### src/rtl/lockbox_frontend_pkg.sv
// lockbox_frontend_pkg: opcodes, response status codes and FSM states for the lockbox front end
package lockbox_frontend_pkg;
  localparam logic [7:0] OP_STORE = 8'h01;
  localparam logic [7:0] OP_GET = 8'h02;
  localparam logic [7:0] ST_ACK = 8'h00;
  localparam logic [7:0] ST_DATA = 8'h01;
  localparam logic [7:0] ST_BADOP = 8'hFF;
  typedef enum logic [2:0] {
    S_IDLE = 3'd0,
    S_RX_SECRET = 3'd1,
    S_RX_PASSWORD = 3'd2,
    S_ISSUE = 3'd3,
    S_CAPTURE = 3'd4,
    S_TX = 3'd5
  } state_e;
endpackage

### src/rtl/lockbox_frontend_if.sv
// lockbox_frontend_if: host byte streams plus the lockbox core transaction bus
interface lockbox_frontend_if #(parameter int WIDTH = 128);
  logic rx_valid;
  logic rx_ready;
  logic [7:0] rx_data;
  logic tx_valid;
  logic tx_ready;
  logic [7:0] tx_data;
  logic lb_en;
  logic lb_op;
  logic [WIDTH-1:0] lb_secret;
  logic [WIDTH-1:0] lb_password;
  logic [WIDTH-1:0] lb_out;
  modport master (
    input rx_valid, rx_data, tx_ready, lb_out,
    output rx_ready, tx_valid, tx_data, lb_en, lb_op, lb_secret, lb_password
  );
  modport slave (
    output rx_valid, rx_data, tx_ready, lb_out,
    input rx_ready, tx_valid, tx_data, lb_en, lb_op, lb_secret, lb_password
  );
endinterface

### src/rtl/lockbox_frontend.sv
// lockbox_frontend: deserializes store/get frames, pulses the core once, serializes the response
module lockbox_frontend
  import lockbox_frontend_pkg::*;
#(
  parameter int WIDTH = 128
) (
  input logic clk,
  input logic resetn,
  lockbox_frontend_if.master bus
);
  localparam int BYTES = WIDTH / 8;
  localparam int CW = $clog2(BYTES + 1);
  localparam logic [CW-1:0] LAST = CW'(BYTES - 1);
  localparam logic [CW-1:0] FULL = CW'(BYTES);
  state_e state;
  logic op_q;
  logic [7:0] hdr;
  logic [CW-1:0] cnt;
  logic [WIDTH-1:0] secret, password, resp;
  logic rx_hs, tx_hs, issue, tx_st, store, get;
  assign issue = state == S_ISSUE;
  assign tx_st = state == S_TX;
  assign bus.rx_ready = resetn && (state == S_IDLE || state == S_RX_SECRET || state == S_RX_PASSWORD);
  assign rx_hs = bus.rx_valid && bus.rx_ready;
  assign tx_hs = tx_st && bus.tx_ready;
  assign store = bus.rx_data == OP_STORE;
  assign get = bus.rx_data == OP_GET;
  assign bus.tx_valid = tx_st;
  // cnt == 0 in TX selects the header; 1..BYTES walk the payload
  assign bus.tx_data = !tx_st ? 8'h00 : (cnt == '0 ? hdr : resp[WIDTH-1 -: 8]);
  assign bus.lb_en = issue;
  assign bus.lb_op = issue && op_q;
  assign bus.lb_secret = (issue && op_q) ? secret : '0;
  assign bus.lb_password = issue ? password : '0;
  always_ff @(posedge clk or negedge resetn) begin
    if (!resetn) begin
      state <= S_IDLE;
      op_q <= 1'b0;
      hdr <= 8'h00;
      cnt <= '0;
      secret <= '0;
      password <= '0;
      resp <= '0;
    end else begin
      case (state)
        S_IDLE: if (rx_hs) begin
          op_q <= store;
          hdr <= store ? ST_ACK : get ? ST_DATA : ST_BADOP;
          state <= store ? S_RX_SECRET : get ? S_RX_PASSWORD : S_TX;
        end
        S_RX_SECRET: if (rx_hs) begin
          secret <= (secret << 8) | WIDTH'(bus.rx_data);
          cnt <= cnt == LAST ? '0 : cnt + CW'(1);
          if (cnt == LAST) state <= S_RX_PASSWORD;
        end
        S_RX_PASSWORD: if (rx_hs) begin
          password <= (password << 8) | WIDTH'(bus.rx_data);
          cnt <= cnt == LAST ? '0 : cnt + CW'(1);
          if (cnt == LAST) state <= S_ISSUE;
        end
        S_ISSUE: begin
          secret <= '0;
          password <= '0;
          state <= S_CAPTURE;
        end
        S_CAPTURE: begin
          resp <= op_q ? '0 : bus.lb_out;
          state <= S_TX;
        end
        S_TX: if (tx_hs) begin
          if (cnt == '0) begin
            if (hdr == ST_DATA) cnt <= CW'(1);
            else state <= S_IDLE;
          end else begin
            resp <= resp << 8;
            cnt <= cnt == FULL ? '0 : cnt + CW'(1);
            if (cnt == FULL) state <= S_IDLE;
          end
        end
        default: state <= S_IDLE;
      endcase
    end
  end
endmodule

### src/flat_wrapper.sv
// flat-port wrapper written by rule: the top's interface ports become plain ports
module lockbox_frontend_flat import lockbox_frontend_pkg::*;
#(
  parameter int WIDTH = 128
)
  (clk, resetn, bus_rx_valid, bus_rx_data, bus_tx_ready, bus_lb_out, bus_rx_ready, bus_tx_valid, bus_tx_data, bus_lb_en, bus_lb_op, bus_lb_secret, bus_lb_password);
  lockbox_frontend_if #(.WIDTH(WIDTH)) bus_i ();
  input logic clk;
  input logic resetn;
  input wire logic [$bits(bus_i.rx_valid)-1:0] bus_rx_valid;
  input wire logic [$bits(bus_i.rx_data)-1:0] bus_rx_data;
  input wire logic [$bits(bus_i.tx_ready)-1:0] bus_tx_ready;
  input wire logic [$bits(bus_i.lb_out)-1:0] bus_lb_out;
  output wire logic [$bits(bus_i.rx_ready)-1:0] bus_rx_ready;
  output wire logic [$bits(bus_i.tx_valid)-1:0] bus_tx_valid;
  output wire logic [$bits(bus_i.tx_data)-1:0] bus_tx_data;
  output wire logic [$bits(bus_i.lb_en)-1:0] bus_lb_en;
  output wire logic [$bits(bus_i.lb_op)-1:0] bus_lb_op;
  output wire logic [$bits(bus_i.lb_secret)-1:0] bus_lb_secret;
  output wire logic [$bits(bus_i.lb_password)-1:0] bus_lb_password;
  assign bus_i.rx_valid = bus_rx_valid;
  assign bus_i.rx_data = bus_rx_data;
  assign bus_i.tx_ready = bus_tx_ready;
  assign bus_i.lb_out = bus_lb_out;
  assign bus_rx_ready = bus_i.rx_ready;
  assign bus_tx_valid = bus_i.tx_valid;
  assign bus_tx_data = bus_i.tx_data;
  assign bus_lb_en = bus_i.lb_en;
  assign bus_lb_op = bus_i.lb_op;
  assign bus_lb_secret = bus_i.lb_secret;
  assign bus_lb_password = bus_i.lb_password;
  lockbox_frontend #(.WIDTH(WIDTH)) u_core (.clk(clk), .resetn(resetn), .bus(bus_i));
endmodule
### config.mk
export PLATFORM = sky130hd
export DESIGN_NAME = lockbox_frontend_flat
export DESIGN_NICKNAME = d
export VERILOG_FILES = /design/src/rtl/lockbox_frontend_pkg.sv /design/src/rtl/lockbox_frontend_if.sv /design/src/rtl/lockbox_frontend.sv /design/src/flat_wrapper.sv
export SDC_FILE = /design/constraint.sdc
export NUM_CORES = 1
export LEC_CHECK = 0
export BUFFER_PORTS_ARGS = -buffer_cell sky130_fd_sc_hd__buf_2
export CELL_PAD_IN_SITES_DETAIL_PLACEMENT = 1
export CELL_PAD_IN_SITES_GLOBAL_PLACEMENT = 2
export CORE_MARGIN = 2
export CORE_UTILIZATION = 37
export CTS_CLUSTER_SIZE = 20
export DETAILED_ROUTE_END_ITERATION = 8
export PLACE_DENSITY = 0.94
export SYNTH_ARGS = -nofsm -noshare
export SYNTH_HDL_FRONTEND = slang
export SYNTH_SLANG_ARGS = --single-unit
### constraint.sdc
create_clock -name clk -period 4.59 [get_ports clk]
set_input_delay 0.6885 -clock clk [delete_from_list [all_inputs] [get_ports clk]]
set_output_delay 0.6885 -clock clk [all_outputs]
set_load 0.02 [all_outputs]
* Word level (Yosys, flattened, before mapping) *
Index checks and enable logic that the tools add are counted.

word-level totals
  bits in registers = 401
  input port bits = 140

operators by class
  $add $sub $neg = 1
  equal/unequal tests = 21
  mux-type cells = 33
  bitwise gates (word level) = 2
  reduce and logical (&&, ||, !) cells = 19

operators by type and width
  cell                 count
  $mux 128             7
  $pmux 128 s2         3
  $or 128x8->128       2
  $mux 3               11
  $mux 8               4
  $mux 5               6
  $pmux 3 s6           1
  $eq 8x1->1 const B   2
  $ne 2x1->1 const B   5
  $pmux 5 s2           1
  $ne 3x3->1 const B   3
  $eq 8x2->1 const B   1
  $reduce_and 8->1     1
  $reduce_bool 2->1    4
  $eq 3x2->1 const B   2
  $eq 3x3->1 const B   2
  $ne 2x2->1 const B   3
  $reduce_and 2->1     3
  $add 5x1->5 const B  1
  $eq 5x4->1 const B   1
  $eq 5x5->1 const B   1
  $logic_not 5->1      1
  $logic_and 1x1->1    4
  $reduce_and 4->1     1
  other kinds (5)      6

* Logic depth before layout (Yosys ltp) *
Gate-level depths: netlist (run 1).

  depth after elaboration = 7
  depth in mapped cells = 8
  gate-level depth less buffers = 8

* Least setup slack after synthesis (run 1) *
OpenSTA, ideal clock, no wires.

  path kind = reg-to-output
  from = register u_core.state[2]
  to = output bus_lb_password[16]
  data arrival time = 1.701 ns
  required time = 3.902 ns
  slack = 2.201 ns
  stages on the path, launching flop included = 8
  buffers on the path = 3
  cell sequence = dfrtp_1 -> buf_2 -> inv_1 -> nand3_1 -> clkinv_1 -> clkbuf_1 -> clkbuf_1 -> and2_1

on the way
  cells in the longest elaborated chain, start to end = 2

RTL lines
  item                      RTL line                source
  start: declaration        lockbox_frontend.sv:15  state_e state;
  start signal: assignment  lockbox_frontend.sv:49  state <= store ? S_RX_SECRET : get ? S_RX_PASSWORD : S_TX;
  $eq 3x2->1                lockbox_frontend.sv:21  assign issue = state == S_ISSUE;
  $mux 128                  lockbox_frontend.sv:34  assign bus.lb_password = issue ? password : '0;
  end: declaration          flat_wrapper.sv:20      output wire logic [$bits(bus_i.lb_password)-1:0] bus_lb_password;

No other way between the ends.

* Final worst setup path (run 1) *
  from = register u_core.state[1]
  to = output bus_lb_password[127]

The elaborated chain is that of the path after synthesis.

==> results of run 1 <==
cell type report:
type	count	share of cell area [%]
Tap cell	664	3.73
Clock inverter	16	0.899
Timing Repair Buffer	425	10.4
Sequential cell	395	44.4
Clock buffer	62	5.88
Antenna cell	8	0.0899
Multi-Input combinational cell	1187	34.3
Inverter	17	0.315
cell usage in the layout (no fill, tap or decap), types with 2 or more instances in the layout:
cell / netlist / final
inv_6: 0 / 3
o21ai_0: 14 / 14
nand3_1: 109 / 108
buf_4: 8 / 8
diode_2: 0 / 8
nor3b_1: 2 / 2
dfrtp_1: 395 / 394
nor2b_1: 3 / 3
o211a_1: 2 / 2
mux2_2: 123 / 123
nor2_4: 0 / 3
nand3b_1: 3 / 3
buf_12: 0 / 10
clkinv_2: 0 / 6
and3_1: 130 / 130
nor2_1: 5 / 2
ha_1: 4 / 4
nand2_1: 343 / 343
mux2i_1: 11 / 11
a21o_1: 2 / 2
buf_2: 22 / 406
clkbuf_1: 132 / 5
a21oi_1: 60 / 60
and2_1: 130 / 130
nor3_1: 4 / 4
clkbuf_16: 0 / 45
inv_1: 15 / 15
nand2b_1: 7 / 6
bufinv_16: 0 / 4
a22o_1: 216 / 216
clkbuf_8: 0 / 12
clkinvlp_4: 0 / 5
metrics by stage:
stage                     utilization [%]  instance area (um^2)  total power [mW]  setup WS [ns]  hold slack (ns)
final                                45.7                 22300              11.8          0.477           0.0437
after global routing                 45.7                 22300              12.5          0.128           0.0422
after CTS                            45.6                 22300              12.0          0.384           0.0236
after detailed placement             42.6                 20700              8.22           1.01            0.474
after global placement               42.6                 20700              8.00           1.17            0.456
after floorplan                         -                 18200              7.29           2.20            0.393
where the power goes:
| part | internal, mW | total, mW | switching [mW] |
|---|---|---|---|
| registers | 4.26 | 4.84 | 0.581 |
| logic | 1.64 | 3.32 | 1.68 |
| clock network | 2.21 | 3.67 | 1.46 |
| total | 8.11 | 11.8 | 3.72 |
final timing paths:
check,endpoint,startpoint,slack (ns)
hold reg to reg,u_core.password[100],u_core.password[92],0.47
setup / recovery,bus_lb_password[127],u_core.state[1],0.48
max in group asynchronous,u_core.resp[36],resetn,2.59
hold / removal,u_core.secret[27],resetn,0.04
min in group clk,u_core.resp[1],bus_lb_out[1],0.36
setup reg to reg,u_core.resp[14],u_core.cnt[1],1.63
critical path: stages, from the launching register on:
cell	delay (ns)
dfrtp_1	0.69
nand3_4	0.53
inv_6	0.85
buf_12	0.32
and2_1	0.23
buf_2	0.19
registers in the layout, indices dropped and copies added (netlist names):
register / cells
u_core.hdr: 2
u_core.op_q: 1
u_core.state: 3
u_core.secret: 128
u_core.password: 128
u_core.cnt: 5
u_core.resp: 128
cells by family (layout without fill, tap and decap cells):
family                   Yosys count  count (layout)  synth area share (%)
flip-flops                       395             395                  54.2
multiplexers                     134             134                  8.21
AO/OA/AOI/OAI                    305             305                  13.1
AND/OR/NAND/NOR                  744             744                  20.1
adder cells (fa/ha/maj)            4               4                 0.275
buffers and inverters            180             520                  4.06
other                              0               8                     0
metal layers:
metal  share of wire (%)  vias up  GRT usage [%]
li1                    -     6752              -
met1                  43     7461           27.5
met2                  49      383           34.8
met3                 4.9       96           3.62
met4                 3.5        6           9.08
met5               0.067        -              0
==> results by group, run 1 <==
Layout
  – Area Overhead vs Synth: 22.2%
  – Multi-input gate area: about 7600 um^2
  – Fillers: between 5000 and 6000
  – Layout cells sized above 1: between 30% and 40%
  – Nets: 2214
  – Non-filler cells, final: around 2800
  – Register area: around 9900 um^2

Synth
  – Synth top area cells: dfrtp_1, a22o_1, mux2_2
  – Synth Instances: roughly 1800
  – Prevailing post-synth register cell: dfrtp_1
  – Top-count cell post-synth: dfrtp_1
  – Post-Syn Nets: between 1500 and 2000
  – List of most frequent post-synthesis cells: dfrtp_1, nand2_1, a22o_1
  – Post-synth EDFFs: 0
  – Synthesized area per cell: between 10 and 15 um^2
  – Post-synth top area share: between 50% and 60%
  – Synthesis warning total: 0
  – Async SR Flop Fraction: between 90% and 100%
  – Sequential fraction of the synthesis area: between 50% and 60%
  – Syn Std Cell Area: 18200 um^2
  – Synth area leader: dfrtp_1
  – Synthesized flop and latch total: about 400
  – Yosys cell types: 43

Setup path
  – CP Data Arrival Time: 3.42 ns
  – CP max FO: 160
  – Reg2Reg Depth: 7
  – Worst Path Required: between 3 and 4 ns
  – Worst Setup Start Kind: register
  – Kind of critical path: reg -> out
  – CP Capture Type: output port

Global routing
  – Largest net degree at the start of global routing: 165
  – Vias in the first global route: 15100
  – GRT Total Usage: about a fifth
  – Grt total ovfl: 0
  – Initial antenna violation count: 8
  – First-pass GRT wire length: about 86000 um

STA
  – Final min period: 4.11 ns
  – Slew @ Worst Pin: about 1.2 ns
  – Setup Skew: ~0.028 ns
  – Setup_tns: 0 ns
  – Period Utilization, post-route: between 80 and 90%
  – RSZ-0062 raised after global routing: false
  – Max Freq: about 0.24 GHz
  – Relative slew slack: 19.6%
  – Final Hold Fails: 0
  – Final setup vio count: 0
  – Fin. max-slew vios: 0

Die
  – Initial Utilization: between 30% and 40%
  – Die width: roughly 230 um
  – Ports: slightly above 400
  – Die height: 226 um
  – Core area: around 49000 um^2
  – Die outline area: 51000 um^2
  – Cell Rows: 81

Clocking
  – Setup Buffers After CTS: 0
  – Clk sink count: 395
  – Hold buffers post-CTS: 0
  – PostCTS Resize Cnt: 0
  – Clk pin slew, worst setup/hold paths: 0.07 ns
  – Worst skew pair latency: 0.56 ns
  – Clk buf depth: 3
  – Htree depth: 2
  – Num CTS Buffers: 44
  – Clock root buffer: clkbuf_16
  – CTS tree: yes

Power
  – Peak VDD IR: 334 uV
  – Leak: between 10 and 15 nW
  – P per Cell Area: roughly 530 nW/um^2

Drt
  – Vias per Instance: approximately 5.3
  – Via count: between 10000 and 15000
  – Antenna-violating nets left: 0
  – WL per Instance: 20.0 um
  – DRC errors left: 0
  – 1st-pass router iterations: 5
  – Routed WL: 55500 um
  – DRT iter0 DRCs: 1209

Placement
  – Post-DP HPWL: 36700 um
  – Placed instance count: ~2700
  – PortBufs: about 400
  – Gpl congestion: 0.809

Min path
  – Worst min path class: in -> async

Run
  – Max Cap Viol: 0

Outcome
  – Status: finished, final reports clean
Note: power is estimated with default switching activity, not from simulation.
==> run 2: changes to the inputs <==
--- a/config.mk
+++ b/config.mk
@@ -12,7 +12,7 @@
 export CORE_UTILIZATION = 37
 export CTS_CLUSTER_SIZE = 20
 export DETAILED_ROUTE_END_ITERATION = 8
-export PLACE_DENSITY = 0.94
+export PLACE_DENSITY_LB_ADDON = 0.1
 export SYNTH_ARGS = -nofsm -noshare
 export SYNTH_HDL_FRONTEND = slang
 export SYNTH_SLANG_ARGS = --single-unit
==> run 2 against run 1 <==
Compared with the run above: fmax rose by 2.5%; register-to-register slack got worse by 0.26 ns; core utilization fell by 0.072 points; sequential power fell by 1%; wire length rose by 1.5%; final area fell by 0.16%; worst setup slack improved by 0.10 ns; flip-flop and latch count did not move; sequential share of layout area rose by 0.070 points.
==> results by group, run 2 (same netlist as run 1, synthesis figures left out) <==
Clocking
  – Worst skew pair latency: 0.57 ns
  – Num CTS Buffers: 45
  – Htree depth: 2
  – CTS tree: yes
  – Clk sink count: 395
  – Clk pin slew, worst setup/hold paths: 0.06 ns
  – Clk buf depth: 3
  – Setup Buffers After CTS: 0
  – Clock root buffer: clkbuf_16

STA
  – Fin. max-slew vios: 0
  – Setup Skew: about 0.016 ns
  – Period Utilization, post-route: between 80% and 90%
  – RSZ-0062 raised after global routing: false
  – Final Hold Fails: 0
  – Final setup vio count: 0
  – Max Freq: 0.249 GHz
  – Final worst slack: 0.578 ns
  – Setup_tns: 0 ns
  – Final min period: between 4 and 5 ns
  – Relative slew slack: a little under a third
  – Slew @ Worst Pin: 1.04 ns

Setup path
  – Start of the worst register-to-register path: u_core.state[0]
  – CP Data Arrival Time: about 3.3 ns
  – Kind of critical path: reg -> out
  – Worst R2R End: u_core.resp[118]
  – Worst Setup Start Kind: register
  – CP max FO: about 120
  – R2r setup slk: 1.37 ns
  – Reg2Reg Depth: 5
  – Worst Path Required: approximately 3.9 ns
  – CP Capture Type: output port

Global routing
  – Initial antenna violation count: 22
  – Largest net degree at the start of global routing: between 150 and 200
  – First-pass GRT wire length: 87000 um
  – Grt total ovfl: 0
  – GRT Total Usage: between 20% and 30%
  – Vias in the first global route: between 10000 and 15000

Min path
  – Hold path cells: 3
  – Hold endpoint: u_core.resp[6]
  – Worst min path class: in -> reg
  – Hold Path Origin: bus_lb_out[6]

Drt
  – DRT iter0 DRCs: 1055
  – Vias per Instance: ~5.2
  – DRC errors left: 0
  – WL per Instance: 20.3 um
  – Routed WL: 56400 um
  – 1st-pass router iterations: 5
  – Via count: roughly 14000
  – Antenna-violating nets left: 0

Power
  – Peak VDD IR: 328 uV
  – P per Cell Area: between 500 and 600 nW/um^2
  – Leak: 12.2 nW

Die
  – Ports: around 410
  – Cell Rows: 81
  – Die width: approximately 230 um
  – Core area: between 40000 and 50000 um^2
  – Initial Utilization: a little under two fifths
  – Die height: between 200 and 250 um
  – Die outline area: roughly 51000 um^2

Layout
  – Layout cells sized above 1: between 30% and 40%
  – Nets: 2220
  – Biggest regs: u_core.password: 128 flops, u_core.resp: 128 flops, u_core.secret: 128 flops
  – Area Overhead vs Synth: 22.0%
  – Most frequent cells in the layout: buf_2, dfrtp_1, nand2_1
  – Most common cell after layout, fill and taps aside: buf_2
  – Register area: 9890 um^2
  – Fillers: 5493
  – Multi-input gate area: around 7600 um^2

Outcome
  – Status: finished, final reports clean

Placement
  – Pre-CTS setup slack: around 1.2 ns
  – Post-DP HPWL: 37100 um
  – PortBufs: 407
  – Gpl congestion: 0.760

Run
  – Max Cap Viol: 0
## run 2: timing repair
item,in CTS,in global routing
resized for setup,0,0
hold buffers,1,0
setup endpoints to repair,0,0
endpoints found under the hold margin,18,0
## run 2: critical path, stage by stage (launching register included)
cell and delay, ns:
dfrtp_1 0.67, nand3_4 0.50, inv_6 0.72, buf_4 0.42, and3_1 0.21, buf_2 0.17
## run 2: cell type report
type                       count  share of cell area (%)
sequential                   395                    44.5
multi-input combinational   1187                    34.4
timing repair buffer         430                    10.4
clock buffer                  66                    6.06
tap                          664                    3.74
clock inverter                13                   0.535
inverter                      17                   0.321
antenna                       10                   0.113
## run 2: metrics by stage
stage | cells | utilization (%) | cell area (um^2) | hold WS, ns | power [mW]
CTS | 2772 | 45.6 | 22200 | 0.315 | 11.8
detailed placement | 2692 | 42.5 | 20700 | 0.479 | 8.16
finish | 2782 | 45.6 | 22200 | 0.352 | 11.7
global placement | 2692 | 42.5 | 20700 | 0.455 | 8.05
global route | 2777 | 45.6 | 22200 | 0.353 | 12.4
floorplan | 1762 | - | 18200 | 0.393 | 7.29
## run 2: how the worst max path moves through the flow
stage                    start             endpoint  cells after the start
2_1_floorplan  u_core.state[2]  bus_lb_password[16]                      7
3_3_place_gp   u_core.state[0]  bus_lb_password[10]                      5
3_5_place_dp   u_core.state[0]  bus_lb_password[10]                      5
4_1_cts        u_core.state[0]  bus_lb_password[10]                      5
5_1_grt        u_core.state[0]   bus_lb_secret[110]                      5
6_report       u_core.state[0]    bus_lb_secret[87]                      5
## run 2: layer usage
metal	global-route usage [%]	part of all wire (%)	wire, um
met1	29.3	45	25300
met2	34.0	46	26000
met3	6.08	6.4	3610
met4	6.20	2.4	1330
met5	0	0.29	165
## run 2: where the power goes
part           switching [mW]  internal [mW]  total, mW
clock network            1.48           2.14       3.62
logic                    1.64           1.63       3.26
registers               0.512           4.26       4.77
total                    3.63           8.03       11.7
==> run 3: changes to the inputs <==
--- a/config.mk
+++ b/config.mk
@@ -13,6 +13,7 @@
 export CTS_CLUSTER_SIZE = 20
 export DETAILED_ROUTE_END_ITERATION = 8
 export PLACE_DENSITY_LB_ADDON = 0.1
+export SKIP_LAST_GASP = 1
 export SYNTH_ARGS = -nofsm -noshare
 export SYNTH_HDL_FRONTEND = slang
 export SYNTH_SLANG_ARGS = --single-unit
==> constraint.sdc (replaced) <==
create_clock -name clk -period 4.59 [get_ports clk]
set_input_delay 0.2295 -clock clk [delete_from_list [all_inputs] [get_ports clk]]
set_output_delay 0.2295 -clock clk [all_outputs]
set_load 0.02 [all_outputs]
==> run 3 against run 2 <==
Compared with the run above: register-to-register slack lost 0.06 ns; critical path type unchanged; clock power grew 3%; via count grew 4.2%; core utilization grew 2.5 points; highest routed layer unchanged; critical endpoint is now bus_lb_secret[4]; count of clock-buffer cells in the layout grew 3; largest cell class unchanged.
==> results by group, run 3 (same netlist as run 1, synthesis figures left out) <==
Layout
  – Util after Layout: 48.1%
  – Biggest regs: u_core.password: 128 flops, u_core.resp: 128 flops, u_core.secret: 128 flops
  – Most frequent cells in the layout: buf_2, dfrtp_1, nand2_1
  – Register area: 9890 um^2
  – Multi-input gate area: approximately 7600 um^2
  – Layout cells sized above 1: slightly below 30%
  – Fillers: about 5400
  – Area Overhead vs Synth: 28.8%
  – Most common cell after layout, fill and taps aside: buf_2
  – Nets: around 2300

Global routing
  – Vias in the first global route: 15700
  – GRT Total Usage: between 20% and 30%
  – Grt total ovfl: 0
  – Largest net degree at the start of global routing: 151
  – First-pass GRT wire length: roughly 91000 um
  – Initial antenna violation count: 7

Clocking
  – Num CTS Buffers: 47
  – Clock root buffer: clkbuf_16
  – Clk pin slew, worst setup/hold paths: ~0.06 ns
  – Clk buf depth: 3
  – Htree depth: 2
  – Setup Buffers After CTS: 0
  – CTS tree: yes
  – Worst skew pair latency: a little under 0.6 ns
  – Clk sink count: roughly 400
  – PostCTS Resize Cnt: 0

STA
  – Final min period: slightly below 4 ns
  – Setup_tns: 0 ns
  – Setup Skew: between 0.02 and 0.025 ns
  – Final Hold Fails: 0
  – Fin. max-slew vios: 0
  – RSZ-0062 raised after global routing: false
  – Max Freq: ~0.26 GHz
  – Final setup vio count: 0
  – Slew @ Worst Pin: ~1.1 ns
  – Period Utilization, post-route: about 85%
  – Relative slew slack: between 20% and 30%

Outcome
  – Status: finished, final reports clean

Setup path
  – Kind of critical path: reg -> out
  – CP max FO: 150
  – Worst Setup Start Kind: register
  – CP Data Arrival Time: roughly 3.7 ns
  – Worst Path Required: between 4 and 5 ns
  – CP Capture Type: output port

Power
  – Comb power frac: about 28%
  – Int Power: just over 8 mW
  – Net Sw Frac: 31.5%
  – Peak VDD IR: about 360 uV
  – Leak: 12.7 nW
  – P per Cell Area: 509 nW/um^2
  – Switching Power: ~3.8 mW
  – Sequential Power Share: 40.3%
  – Clock share of power: a little under a third

Drt
  – 1st-pass router iterations: 5
  – DRC errors left: 0
  – Routed WL: 58800 um
  – DRT iter0 DRCs: a little over 900
  – Via count: around 15000
  – Vias per Instance: roughly 5.2
  – WL per Instance: slightly above 20 um
  – Antenna-violating nets left: 0

Placement
  – PortBufs: between 400 and 500
  – Post-DP HPWL: 38000 um
  – Gpl congestion: 0.772

Min path
  – Worst min path class: in -> reg

Die
  – Core area: 48700 um^2
  – Cell Rows: 81
  – Die height: about 230 um
  – Initial Utilization: 37.4%
  – Die width: between 200 and 250 um
  – Ports: slightly above 400
  – Die outline area: about 51000 um^2

Run
  – Max Cap Viol: 0
==> run 3: cell count changes in the layout (fill, tap and decap cells not counted), moves of 2 or more <==
cell,before,now
buf_12,7,3
buf_4,15,24
clkbuf_8,10,12
diode_2,10,3
dlygate4sd3_1,1,119
==> run 3: final timing paths <==
path	end	cells after the start	slack, ns	from
setup / recovery	bus_lb_secret[4]	5	0.69	u_core.state[0]
hold / removal	u_core.resp[85]	3	0.03	bus_lb_out[85]
setup reg to reg	u_core.resp[104]	5	1.31	u_core.state[0]
hold reg to reg	u_core.password[30]	2	0.49	u_core.password[22]
max in group asynchronous	u_core.resp[2]	4	2.23	resetn
min in group asynchronous	u_core.password[37]	2	0.20	resetn
==> run 3: timing repair <==
action	in CTS	in global routing
hold endpoints to repair	182	0
endpoints found under the setup margin	0	0
hold buffers	119	0
==> run 3: power groups by stage <==
stage	clock, mW	sequential (mW)	combinational [mW]
floorplan	0	4.61	2.68
global placement	0	4.81	3.23
detailed placement	0	4.85	3.32
CTS	3.83	4.80	3.41
global route	3.96	4.91	3.74
finish	3.73	4.81	3.40
==> run 3: worst max-delay path: stages, from the launching register on <==
cell     delay (ns)
dfrtp_1        0.68
nand3_4        0.58
inv_6          0.91
buf_4          0.43
and3_1         0.24
buf_2          0.19
==> run 3: final cells by class <==
| type | count | share of cell area [%] |
|---|---|---|
| antenna | 3 | 0.0320 |
| clock buffer | 69 | 5.97 |
| clock inverter | 15 | 0.624 |
| inverter | 17 | 0.304 |
| multi-input combinational | 1187 | 32.6 |
| sequential | 395 | 42.1 |
| tap | 664 | 3.54 |
| timing repair buffer | 553 | 14.8 |
==> run 3: metal layers <==
metal	global-route usage, %	routed length (um)
met2	36.8	28200
met1	30.1	26000
met3	4.98	3150
met4	6.28	1330
met5	0	44
==> run 3: through the flow <==
| stage | hold slack [ns] | power [mW] | area (um^2) | cells | worst slack (ns) |
|---|---|---|---|---|---|
| after floorplan | -0.0661 | 7.29 | 18200 | 1762 | 2.48 |
| after global placement | 0.201 | 8.04 | 20700 | 2697 | 1.40 |
| after detailed placement | 0.200 | 8.17 | 20700 | 2697 | 1.30 |
| after CTS | 0.00106 | 12.0 | 23500 | 2900 | 0.672 |
| after global routing | 0.0139 | 12.6 | 23500 | 2903 | 0.372 |
| final | 0.0277 | 11.9 | 23500 | 2903 | 0.688 |
